$ cat config.mk
export PLATFORM = sky130hd
export DESIGN_NAME = fetch_stage
export DESIGN_NICKNAME = d
export VERILOG_FILES = /design/src/rtl/fetch_stage_pkg.sv /design/src/rtl/fetch_fifo.sv /design/src/rtl/fetch_stage.sv
export SDC_FILE = /design/constraint.sdc
export NUM_CORES = 1
export LEC_CHECK = 0
export CAP_MARGIN = 20
export CORE_MARGIN = 3
export CORE_UTILIZATION = 45
export DETAILED_ROUTE_END_ITERATION = 6
export PLACE_DENSITY_LB_ADDON = 0.2
export SLEW_MARGIN = 0
export SYNTH_ARGS = -nofsm -noshare
export SYNTH_HDL_FRONTEND = slang
export SYNTH_HIERARCHICAL = 1
export SYNTH_SLANG_ARGS = --single-unit
$ cat constraint.sdc
create_clock -name clk -period 8.3 [get_ports clk]
set_input_delay 1.66 -clock clk [delete_from_list [all_inputs] [get_ports clk]]
set_output_delay 1.66 -clock clk [all_outputs]
set_load 0.02 [all_outputs]
$ cat src/rtl/fetch_stage_pkg.sv
// Shared fetch/decode definitions: opcode constants, queue entry layout, B-immediate helper.
package fetch_stage_pkg;

    localparam logic [6:0] OPC_BRANCH = 7'b1100011;

    typedef struct packed {
        logic [31:0] instr;
        logic [31:0] pc;
        logic        pred;
    } fetch_entry_t;

    function automatic logic is_branch(input logic [31:0] instr);
        return instr[6:0] == OPC_BRANCH;
    endfunction

    // Sign-extended B-type immediate, also used by decode.
    function automatic logic [31:0] b_imm(input logic [31:0] instr);
        return {{19{instr[31]}}, instr[31], instr[7], instr[30:25], instr[11:8], 1'b0};
    endfunction

endpackage

$ cat src/rtl/fetch_fifo.sv
// Small synchronous FIFO with flush; used for the instruction queue and the request tag queue.
module fetch_fifo #(
    parameter int WIDTH = 32,
    parameter int DEPTH = 2
) (
    input  logic                       clk,
    input  logic                       rst_n,
    input  logic                       i_push,
    input  logic [WIDTH-1:0]           i_data,
    input  logic                       i_pop,
    input  logic                       i_flush,
    output logic [WIDTH-1:0]           o_data,
    output logic [$clog2(DEPTH+1)-1:0] o_count,
    output logic                       o_full,
    output logic                       o_empty
);

    localparam int AW    = $clog2(DEPTH);
    localparam int CNT_W = $clog2(DEPTH+1);

    logic [WIDTH-1:0] r_mem [DEPTH];
    logic [AW-1:0]    r_wr_ptr;
    logic [AW-1:0]    r_rd_ptr;
    logic [CNT_W-1:0] r_count;
    logic             w_push;
    logic             w_pop;

    assign o_full  = (r_count == CNT_W'(DEPTH));
    assign o_empty = (r_count == '0);
    assign o_count = r_count;
    assign o_data  = r_mem[r_rd_ptr];
    assign w_push  = i_push & ~o_full;
    assign w_pop   = i_pop & ~o_empty;

    // NOTE: state registers use non-blocking assignments so every flop samples pre-edge values.
    always_ff @(posedge clk or negedge rst_n) begin
        if (!rst_n) begin
            r_wr_ptr <= '0;
            r_rd_ptr <= '0;
            r_count  <= '0;
        end else if (i_flush) begin
            r_wr_ptr <= '0;
            r_rd_ptr <= '0;
            r_count  <= '0;
        end else begin
            if (w_push) r_wr_ptr <= r_wr_ptr + AW'(1);
            if (w_pop)  r_rd_ptr <= r_rd_ptr + AW'(1);
            r_count <= r_count + CNT_W'(w_push) - CNT_W'(w_pop);
        end
    end

    // NOTE: storage is not reset; r_count gates validity and consumers mask the head when empty.
    always_ff @(posedge clk) begin
        if (w_push && !i_flush) r_mem[r_wr_ptr] <= i_data;
    end

endmodule

$ cat src/rtl/fetch_stage.sv
// Fetch stage: owns the PC, issues credit-limited imem requests, queues in-order responses for decode.
// Optional static backward-taken prediction is compiled in with `define STATIC_PREDICT_EN.
module fetch_stage
    import fetch_stage_pkg::*;
#(
    parameter logic [31:0] RESET_PC   = 32'h0000_0000,
    parameter int          FIFO_DEPTH = 2
) (
    input  logic        clk,
    input  logic        rst_n,
    output logic        imem_req_valid,
    input  logic        imem_req_ready,
    output logic [31:0] imem_req_addr,
    input  logic        imem_rsp_valid,
    input  logic [31:0] imem_rsp_data,
    input  logic        redirect_valid,
    input  logic [31:0] redirect_pc,
    output logic        instr_valid,
    input  logic        instr_ready,
    output logic [31:0] instruction,
    output logic [31:0] instr_pc,
    output logic        pred_taken
);

    localparam int             CNT_W     = $clog2(FIFO_DEPTH+1);
    localparam int             ENTRY_W   = $bits(fetch_entry_t);
    localparam logic [CNT_W:0] DEPTH_LIM = (CNT_W+1)'(FIFO_DEPTH);

    logic             r_run;
    logic [31:0]      r_pc;
    logic [CNT_W-1:0] r_drop_cnt;

    logic [CNT_W-1:0] w_live_cnt;
    logic [CNT_W-1:0] w_iq_count;
    logic             w_tag_full;
    logic             w_tag_empty;
    logic             w_iq_full;
    logic             w_iq_empty;
    logic [31:0]      w_tag;
    fetch_entry_t     w_iq_in;
    fetch_entry_t     w_iq_head;
    logic             w_req_hs;
    logic             w_keep;
    logic             w_pred;
    logic [31:0]      w_pred_target;
    logic [31:0]      w_pc_next;
    logic [CNT_W-1:0] w_drop_next;

    // Credits come only from registered counts, so instr_ready never reaches the request valid.
    assign imem_req_valid = r_run & ~w_tag_full
                          & (((CNT_W+1)'(w_iq_count) + (CNT_W+1)'(w_live_cnt)) < DEPTH_LIM)
                          & (((CNT_W+1)'(w_live_cnt) + (CNT_W+1)'(r_drop_cnt)) < DEPTH_LIM);
    assign imem_req_addr  = r_pc;
    assign w_req_hs       = imem_req_valid & imem_req_ready;
    assign w_keep         = imem_rsp_valid & ~redirect_valid & (r_drop_cnt == '0) & ~w_tag_empty;

`ifdef STATIC_PREDICT_EN
    assign w_pred        = w_keep & is_branch(imem_rsp_data) & imem_rsp_data[31];
    assign w_pred_target = w_tag + b_imm(imem_rsp_data);
`else
    assign w_pred        = 1'b0;
    assign w_pred_target = 32'h0;
`endif

    assign w_iq_in = '{instr: imem_rsp_data, pc: w_tag, pred: w_pred};

    // NOTE: defaults first so every path assigns both outputs and no latch is inferred.
    always_comb begin
        w_pc_next   = r_pc;
        w_drop_next = r_drop_cnt;
        if (redirect_valid) begin
            w_pc_next   = redirect_pc & ~32'h3;
            w_drop_next = r_drop_cnt + w_live_cnt + CNT_W'(w_req_hs) - CNT_W'(imem_rsp_valid);
        end else if (w_pred) begin
            // The branch itself is kept; every younger request in flight becomes a drop.
            w_pc_next   = w_pred_target;
            w_drop_next = w_live_cnt - CNT_W'(1) + CNT_W'(w_req_hs);
        end else begin
            if (w_req_hs) w_pc_next = r_pc + 32'd4;
            if (imem_rsp_valid && (r_drop_cnt != '0)) w_drop_next = r_drop_cnt - CNT_W'(1);
        end
    end

    always_ff @(posedge clk or negedge rst_n) begin
        if (!rst_n) begin
            r_run      <= 1'b0;
            r_pc       <= RESET_PC;
            r_drop_cnt <= '0;
        end else begin
            r_run      <= 1'b1;
            r_pc       <= w_pc_next;
            r_drop_cnt <= w_drop_next;
        end
    end

    // Tag queue occupancy is the count of live (to-be-kept) outstanding requests.
    fetch_fifo #(
        .WIDTH (32),
        .DEPTH (FIFO_DEPTH)
    ) u_tag_q (
        .clk     (clk),
        .rst_n   (rst_n),
        .i_push  (w_req_hs),
        .i_data  (r_pc),
        .i_pop   (w_keep),
        .i_flush (redirect_valid | w_pred),
        .o_data  (w_tag),
        .o_count (w_live_cnt),
        .o_full  (w_tag_full),
        .o_empty (w_tag_empty)
    );

    fetch_fifo #(
        .WIDTH (ENTRY_W),
        .DEPTH (FIFO_DEPTH)
    ) u_instr_q (
        .clk     (clk),
        .rst_n   (rst_n),
        .i_push  (w_keep & ~w_iq_full),
        .i_data  (w_iq_in),
        .i_pop   (instr_ready),
        .i_flush (redirect_valid),
        .o_data  (w_iq_head),
        .o_count (w_iq_count),
        .o_full  (w_iq_full),
        .o_empty (w_iq_empty)
    );

    assign instr_valid = ~w_iq_empty;
    assign instruction = w_iq_empty ? 32'h0 : w_iq_head.instr;
    assign instr_pc    = w_iq_empty ? 32'h0 : w_iq_head.pc;
    assign pred_taken  = ~w_iq_empty & w_iq_head.pred;

endmodule
==> results.sh, run 1 <==
export IMPL_status="finished clean"
export IMPL_r2r_end="u_tag_q/r_mem[1][19]"
export IMPL_cp_top_family="simple AND/OR/NAND/NOR gates"
export IMPL_rsz0062_at_grt="no"
export IMPL_cts_hold_buf=0
export IMPL_initialDrtViolationCount=255
export IMPL_rr_worst_depth=8
export IMPL_cpPeakStageDelay_ps=610
export IMPL_worstHoldStart="imem_req_addr[31]"
export IMPL_max_cap_violations=0
export IMPL_cts_resized=0
export IMPL_vias=5812
export IMPL_clk_latency_ps=520
export IMPL_min_period_over_period_pct=57.60
export IMPL_crit_buf_inv=2
export IMPL_firstDrtPassIters=4
export IMPL_drive_gt1_share_pct=19.53
export IMPL_reg2reg_slack_ps=4440
export IMPL_io_buffers=164
export IMPL_relSlewSlack_pct=28.02
export IMPL_dp_hpwl_mm=13.64
export IMPL_finalPower_mw=3.618
export IMPL_die_area_sq_mm=0.02478
export IMPL_start_util_pct=46.56
export IMPL_cts_made_buffers=25
export IMPL_drt_total_wl_mm=20.81
export IMPL_design_area_sq_mm=0.01309
export IMPL_place_congestion=0.7976
export IMPL_cts_root_buffer="clkbuf_16"
export IMPL_crit_type="flip-flop to primary output"
export IMPL_r2r_start="u_tag_q/o_count[0]"
export IMPL_synth_cells=657
export IMPL_synth_seq_area_share_pct=66.40
export IMPL_die_h_um=157.4
export IMPL_p_leak_nw=4.586
export IMPL_synth_cell_type_count=45
export IMPL_hold_path_class="flip-flop to flip-flop"
export IMPL_holdPathStages=0
export IMPL_cts_sinks=235
export IMPL_power_density_mw_per_mm2=276.3
export IMPL_preCtsSetupSlack_ps=3333
export IMPL_cp_start_kind="flip-flop"
export IMPL_setup_viol=0
export IMPL_grt_overflow=0
export IMPL_nets=917
export IMPL_wire_per_inst_um=18.34
export IMPL_finalHoldViolCount=0
export IMPL_crit_arrival_ps=3120
export IMPL_fin_ws_ps=3519
export IMPL_period_needed_ps=4781
export IMPL_ant_nets=0
export IMPL_grt_first_pass_wirelength_mm=32.76
export IMPL_cts_max_path_buffers=3
export IMPL_final_core_util_pct=59.07
export IMPL_grt_pass1_vias=6188
export IMPL_die_w_um=157.4
export IMPL_cpMaxStageDelayCell="clkdlybuf4s50_1"
export IMPL_ys_warn_count=6
export IMPL_grtUsageTotal_pct=16.71
export IMPL_place_area_sq_mm=0.01224
export IMPL_cts_max_level=1
export IMPL_path_clk_slew_ps=60
export IMPL_synth_edf_count=194
export IMPL_synth_area_sq_mm=0.01032
export IMPL_vdd_drop_max_mv=0.1279
export IMPL_critPathCaptureType="primary output"
export IMPL_synth_top_area_share_pct=56.46
export IMPL_synth_common_cells="edfxtp_1, nor2b_1, mux2_4"
export IMPL_n_fill_cell=1710
export IMPL_postCtsSetupRepairBufs=0
export IMPL_multi_input_area_sq_mm=0.003292
export IMPL_core_area_sq_mm=0.02216
export IMPL_num_rows=54
export IMPL_whs_endpoint="u_tag_q/r_mem[1][31]"
export IMPL_drc_errors=0
export IMPL_grt_max_degree=79
export IMPL_synthToLayoutAreaGrowth_pct=26.87
export IMPL_antenna_cells=0
export IMPL_grt_antenna_before_repair=0
export IMPL_tightest_slew_ps=1080
export IMPL_skew_ps=27.31
export IMPL_path_max_fanout=7
export IMPL_syn_avg_cell_area_sq_um=15.71
export IMPL_synth_area_top_cells="edfxtp_1, mux2_4, dfrtp_1, nor2b_1, mux2_2"
export IMPL_critPathRequiredTime_ps=6640
export IMPL_report_final_slew_viol_count=0
export IMPL_path_cells="inv_1 -> nor2_1 -> fa_1 -> nor4_4 -> and2_2 -> clkdlybuf4s50_1"
export IMPL_synthMostInstantiatedCell="edfxtp_1"
export IMPL_synth_seq_cells=235
export IMPL_synthArstFlopShare_pct=17.45
export IMPL_fmax_ghz=0.2092
export IMPL_via_per_inst=5.121
export IMPL_cts_tree="yes"
export IMPL_yosysTopAreaCell="edfxtp_1"
export IMPL_synth_top_flop_cell="edfxtp_1"
export IMPL_tns_ps=0
export IMPL_ios=169
export IMPL_regArea_sq_mm=0.006857
power by group:
group | total, mW | leakage [nW] | switching [mW] | internal, mW
Sequential | 1.42 | 2.25 | 0.0873 | 1.33
Combinational | 1.09 | 1.93 | 0.543 | 0.550
Clock | 1.10 | 0.398 | 0.435 | 0.669
metal layers:
metal | vias to the layer above | global-route usage [%] | wire length [um]
met5 | - | 0 | 0
met2 | 185 | 28.92 | 10190
met1 | 2827 | 21.47 | 8723
met4 | 0 | 4.835 | 469
met3 | 41 | 3.327 | 1434
li1 | 2759 | - | -
area by class of cell:
cell class	count	share of cell area [%]
clock inverters	11	1.051
well taps	280	2.676
multi-input cells	388	25.15
inverters	12	0.3441
repair buffers	174	13.19
clock buffers	35	5.218
flip-flops and latches	235	52.38
placed cells by master (no fill, tap or decap), types with 15 or more instances in the layout:
cell type and count:
clkbuf_16 25, clkdlybuf4s50_1 162, dfrtp_1 39, edfxtp_1 194
mux2_2 29, mux2_4 71, nand2_1 33, nand4_1 17
nor2_1 15, nor2b_1 72, o21ai_0 29, xnor2_1 21
worst reg2reg max path, delay by kind of cell (launching register included):
| kind | cells | cell delay, ps |
|---|---|---|
| flip-flops | 1 | 480 |
| AND/OR/NAND/NOR | 5 | 2100 |
| buffers and inverters | 2 | 480 |
| adder cells (fa/ha/maj) | 1 | 460 |
worst max-delay path by stage:
stage	startpoint	endpoint	slack (ps)	cells past startpoint
final	u_tag_q/o_count[0]	imem_req_valid	3520	6
after global placement	redirect_valid	u_instr_q/r_mem[0][15]	3390	7
after CTS	u_tag_q/o_count[0]	imem_req_valid	3520	6
after floorplan	redirect_valid	u_instr_q/r_mem[1][0]	470	5
after detailed placement	redirect_valid	u_instr_q/r_mem[0][16]	3330	7
after global routing	u_tag_q/o_count[0]	imem_req_valid	3410	6
cell families (layout without fill, tap and decap cells):
kind of cell / Yosys count / count (layout) / synth area share (%)
flip-flops: 235 / 235 / 66.40
AND/OR/NAND/NOR: 198 / 198 / 11.43
multiplexers: 101 / 101 / 13.59
buffers and inverters: 41 / 232 / 2.219
AO/OA/AOI/OAI: 35 / 35 / 1.843
XOR/XNOR: 34 / 34 / 2.886
adder cells (fa/ha/maj): 11 / 11 / 1.552
other: 2 / 9 / 0.07278
sequential cells by signal (all words and copies together) (netlist names):
| signal | flops |
|---|---|
| imem_req_addr | 30 |
| r_drop_cnt | 2 |
| r_run | 1 |
| u_instr_q/o_count | 2 |
| u_instr_q/r_mem | 130 |
| u_instr_q/r_rd_ptr | 1 |
| u_instr_q/r_wr_ptr | 1 |
| u_tag_q/o_count | 2 |
| u_tag_q/r_mem | 64 |
| u_tag_q/r_rd_ptr | 1 |
| u_tag_q/r_wr_ptr | 1 |
per-stage QoR:
stage	instances	hold slack, ps
after detailed placement	1088	531.0
after floorplan	664	535.2
after global routing	1135	568.4
after global placement	1088	518.9
final	1135	540.0
after CTS	1134	544.4
(Power assumes the default switching activity.)
==> inputs of run 2 (changes only) <==
==> constraint.sdc (replaced) <==
create_clock -name clk -period 5 [get_ports clk]
set_input_delay 1 -clock clk [delete_from_list [all_inputs] [get_ports clk]]
set_output_delay 1 -clock clk [all_outputs]
set_load 0.02 [all_outputs]
==> results.sh, run 2 (synthesis gave the netlist of run 1 again) <==
export IMPL_ant_nets=0
export IMPL_clk_latency_ps=510
export IMPL_io_buffers=164
export IMPL_largest_reg_flops=130
export IMPL_path_max_fanout=7
export IMPL_cts_max_level=1
export IMPL_grt_overflow=0
export IMPL_cts_root_buffer="clkbuf_16"
export IMPL_n_fill_cell=1729
export IMPL_max_cap_violations=0
export IMPL_antenna_cells=0
export IMPL_die_w_um=157.4
export IMPL_postCtsSetupRepairBufs=0
export IMPL_start_util_pct=46.56
export IMPL_firstDrtPassIters=4
export IMPL_dp_hpwl_mm=13.81
export IMPL_drive_gt1_share_pct=19.88
export IMPL_final_cell_mix="edfxtp_1, clkdlybuf4s50_1, nor2b_1"
export IMPL_via_per_inst=5.130
export IMPL_period_needed_ps=4052
export IMPL_fmax_ghz=0.2468
export IMPL_drc_errors=0
export IMPL_status="finished clean"
export IMPL_grt_max_degree=78
export IMPL_vdd_drop_max_mv=0.1867
export IMPL_critPathCaptureType="primary output"
export IMPL_startpoint="u_tag_q/o_count[0]"
export IMPL_cts_made_buffers=25
export IMPL_crit_type="flip-flop to primary output"
export IMPL_core_area_sq_mm=0.02216
export IMPL_grtUsageTotal_pct=16.60
export IMPL_relSlewSlack_pct=27.01
export IMPL_min_period_over_period_pct=81.03
export IMPL_tns_ps=0
export IMPL_cp_start_kind="flip-flop"
export IMPL_finalHoldViolCount=0
export IMPL_rsz0062_at_grt="no"
export IMPL_wire_per_inst_um=18.23
export IMPL_place_congestion=0.7918
export IMPL_die_area_sq_mm=0.02478
export IMPL_nets=917
export IMPL_multi_input_area_sq_mm=0.003304
export IMPL_grt_first_pass_wirelength_mm=32.37
export IMPL_die_h_um=157.4
export IMPL_regMostFlops="u_instr_q/r_mem"
export IMPL_power_density_mw_per_mm2=459.2
export IMPL_vias=5823
export IMPL_ios=169
export IMPL_worstHoldStart="u_tag_q/r_mem[1][30]"
export IMPL_regArea_sq_mm=0.006857
export IMPL_num_rows=54
export IMPL_grt_pass1_vias=6073
export IMPL_skew_ps=19.10
export IMPL_final_core_util_pct=59.26
export IMPL_synthToLayoutAreaGrowth_pct=27.28
export IMPL_report_final_slew_viol_count=0
export IMPL_critPathRequiredTime_ps=4000
export IMPL_cts_sinks=235
export IMPL_cts_tree="yes"
export IMPL_cts_resized=0
export IMPL_p_leak_nw=4.607
export IMPL_drt_total_wl_mm=20.69
export IMPL_path_clk_slew_ps=60
export IMPL_tightest_slew_ps=1095
export IMPL_initialDrtViolationCount=366
export IMPL_setup_viol=0
export IMPL_crit_arrival_ps=3050
export IMPL_layout_commonest_cell="edfxtp_1"
export IMPL_finalPower_mw=6.032
export IMPL_cts_hold_buf=0
export IMPL_grt_antenna_before_repair=0
export IMPL_hold_path_class="flip-flop to flip-flop"
export IMPL_cts_max_path_buffers=3
export IMPL_r2r_start="u_tag_q/o_count[0]"
## run 2: per-layer routing
metal	vias up	routed length [um]	GRT usage [%]
met3	25	1333	2.969
met4	0	306	4.008
met2	186	10160	29.05
met5	-	0	0
met1	2847	8898	21.61
li1	2765	-	-
## run 2: area by class of cell
type / instances / share of cell area, %
well taps: 280 / 2.667
clock buffers: 36 / 5.383
flip-flops and latches: 235 / 52.21
multi-input cells: 388 / 25.16
repair buffers: 174 / 13.18
inverters: 12 / 0.3430
clock inverters: 10 / 1.057
## run 2: metrics by stage
stage	setup WS [ps]	hold slack, ps	instance area, sq um	cells
after floorplan	86.63	535.2	10350	664
after global routing	780.5	572.9	13130	1135
after global placement	1476	536.8	12290	1089
after detailed placement	1433	541.9	12290	1089
after CTS	919.8	559.9	13130	1135
final	948.4	558.6	13130	1135
## run 2: final timing paths
check                                         end  slack [ps]  depth (start not counted)
min reg2reg                u_instr_q/r_mem[1][31]         560                          1
max reg2reg                  u_tag_q/r_mem[1][26]        1430                          8
max                                imem_req_valid         950                          6
min                        u_instr_q/r_mem[1][31]         560                          1
max in group asynchronous      u_instr_q/r_rd_ptr        3640                          1
min in group asynchronous       imem_req_addr[18]         650                          1
## run 2: worst max-delay path: stages, from the launching register on
cell and delay (ps):
dfrtp_1 480, inv_1 90, nor2_1 130, fa_1 470
nor4_4 520, and2_2 260, clkdlybuf4s50_1 600
## run 2: power breakdown
group / switching [mW] / leakage [nW] / internal, mW
registers: 0.164 / 2.25 / 2.21
clock network: 0.724 / 0.413 / 1.14
logic: 0.879 / 1.94 / 0.910
==> inputs of run 3 (changes only) <==
==> constraint.sdc (replaced) <==
create_clock -name clk -period 4.2 [get_ports clk]
set_input_delay 0.84 -clock clk [delete_from_list [all_inputs] [get_ports clk]]
set_output_delay 0.84 -clock clk [all_outputs]
set_load 0.02 [all_outputs]
==> results.sh, run 3 (synthesis gave the netlist of run 1 again) <==
export IMPL_hold_path_class="input pin to async pin"
export IMPL_cp_start_kind="flip-flop"
export IMPL_r2r_end="u_tag_q/o_count[1]"
export IMPL_power_density_mw_per_mm2=562.4
export IMPL_nets=919
export IMPL_ant_nets=0
export IMPL_layoutNonFillerInstCount=1136
export IMPL_n_fill_cell=1687
export IMPL_cts_max_level=1
export IMPL_vdd_drop_max_mv=0.2150
export IMPL_layout_commonest_cell="edfxtp_1"
export IMPL_io_buffers=164
export IMPL_place_area_sq_mm=0.01230
export IMPL_max_cap_violations=0
export IMPL_finalPower_mw=7.453
export IMPL_rsz0062_at_grt="no"
export IMPL_initialDrtViolationCount=267
export IMPL_cts_root_buffer="clkbuf_16"
export IMPL_drive_gt1_share_pct=20.79
export IMPL_cts_resized=0
export IMPL_wl_met2_mm=10.77
export IMPL_firstDrtPassIters=4
export IMPL_core_area_sq_mm=0.02216
export IMPL_p_leak_nw=4.672
export IMPL_wl_met1_mm=8.981
export IMPL_regArea_sq_mm=0.006857
export IMPL_rr_worst_depth=12
export IMPL_path_clk_slew_ps=70
export IMPL_final_cell_mix="edfxtp_1, clkdlybuf4s50_1, nor2b_1"
export IMPL_r2r_start="u_tag_q/o_count[0]"
export IMPL_postCtsSetupRepairBufs=0
export IMPL_die_area_sq_mm=0.02478
export IMPL_cts_made_buffers=25
export IMPL_num_rows=54
export IMPL_critPathRequiredTime_ps=3360
export IMPL_drc_errors=0
export IMPL_cts_sinks=235
export IMPL_setup_viol=0
export IMPL_relSlewSlack_pct=28.17
export IMPL_vias=5837
export IMPL_min_period_over_period_pct=92.78
export IMPL_crit_arrival_ps=3060
export IMPL_grt_max_degree=78
export IMPL_cts_max_path_buffers=3
export IMPL_grt_overflow=0
export IMPL_dr_wl_met3_mm=1.399
export IMPL_dp_cells=1091
export IMPL_cpMaxStageDelayCell="clkdlybuf4s50_1"
export IMPL_cpPeakStageDelay_ps=620
export IMPL_cts_tree="yes"
export IMPL_wire_per_inst_um=18.80
export IMPL_tightest_slew_ps=1077
export IMPL_grt_pass1_vias=6132
export IMPL_drt_total_wl_mm=21.35
export IMPL_tns_ps=0
export IMPL_status="finished clean"
export IMPL_start_util_pct=46.56
export IMPL_cts_hold_buf=0
export IMPL_period_needed_ps=3897
export IMPL_grt_antenna_before_repair=0
export IMPL_die_w_um=157.4
export IMPL_design_area_sq_mm=0.01325
export IMPL_grtUsageTotal_pct=16.92
export IMPL_multi_input_area_sq_mm=0.003317
export IMPL_place_congestion=0.8246
export IMPL_path_max_fanout=7
export IMPL_finalHoldViolCount=0
export IMPL_top_layer="met4"
export IMPL_grt_first_pass_wirelength_mm=32.93
export IMPL_largest_reg_flops=130
export IMPL_final_core_util_pct=59.80
export IMPL_antenna_cells=0
export IMPL_dp_hpwl_mm=14.24
export IMPL_synthToLayoutAreaGrowth_pct=28.42
export IMPL_reg2reg_slack_ps=830
export IMPL_report_final_slew_viol_count=0
export IMPL_ios=169
export IMPL_clk_latency_ps=510
export IMPL_critPathCaptureType="primary output"
export IMPL_path_cells="inv_1 -> nor2_1 -> fa_1 -> nor4_4 -> and2_2 -> clkdlybuf4s50_1"
export IMPL_die_h_um=157.4
export IMPL_regMostFlops="u_instr_q/r_mem"
export IMPL_skew_ps=13.93
export IMPL_fmax_ghz=0.2566
export IMPL_via_per_inst=5.138
export IMPL_crit_type="flip-flop to primary output"
[run 3: cell types whose count changed in the layout (fill, tap and decap cells not counted), moves of 2 or more]
cell,delta
bufinv_16,+4
inv_6,-2
buf_4,+3
clkbuf_1,-7
clkinv_2,+2
[run 3: power breakdown]
part	switching [mW]	total (mW)	internal (mW)
clock network	0.872	2.46	1.59
logic	1.06	2.16	1.10
registers	0.198	2.83	2.63
[run 3: stage by stage]
stage / hold slack [ps] / worst slack [ps]
5_1_grt: 563.1 / 147.7
3_5_place_dp: 545.5 / 823.1
3_3_place_gp: 538.5 / 870.1
4_1_cts: 505.8 / 262.1
2_1_floorplan: 535.2 / 369.3
6_report: 495.9 / 303.3
[run 3: worst max-delay path by stage]
stage / startpoint / end / slack [ps] / cells after the start
after floorplan: redirect_valid / u_instr_q/r_mem[1][0] / 370 / 5
after global routing: u_tag_q/o_count[0] / imem_req_valid / 150 / 6
after global placement: u_tag_q/o_count[0] / imem_req_valid / 870 / 6
after detailed placement: u_tag_q/o_count[0] / u_tag_q/o_count[1] / 820 / 12
final: u_tag_q/o_count[0] / imem_req_valid / 300 / 6
after CTS: u_tag_q/o_count[0] / imem_req_valid / 260 / 6
[run 3: cell type report]
class | count | area share, %
tap | 280 | 2.644
clock inverter | 16 | 2.021
sequential | 235 | 51.74
inverter | 12 | 0.3399
timing repair buffer | 176 | 13.09
multi-input combinational | 388 | 25.03
clock buffer | 29 | 5.136
[run 3: worst max-delay path: cells and delay by family (launching register included)]
kind	cells	cell delay, ps
buf+inv	2	720
flops	1	470
simple gates	3	900
fa+ha+maj	1	470
[run 3: metal layers]
metal  GRT usage, %  vias to the layer above
li1               -                     2771
met1          21.32                     2868
met2          30.21                      181
met3          3.574                       17
met4          3.678                        0
met5              0                        -
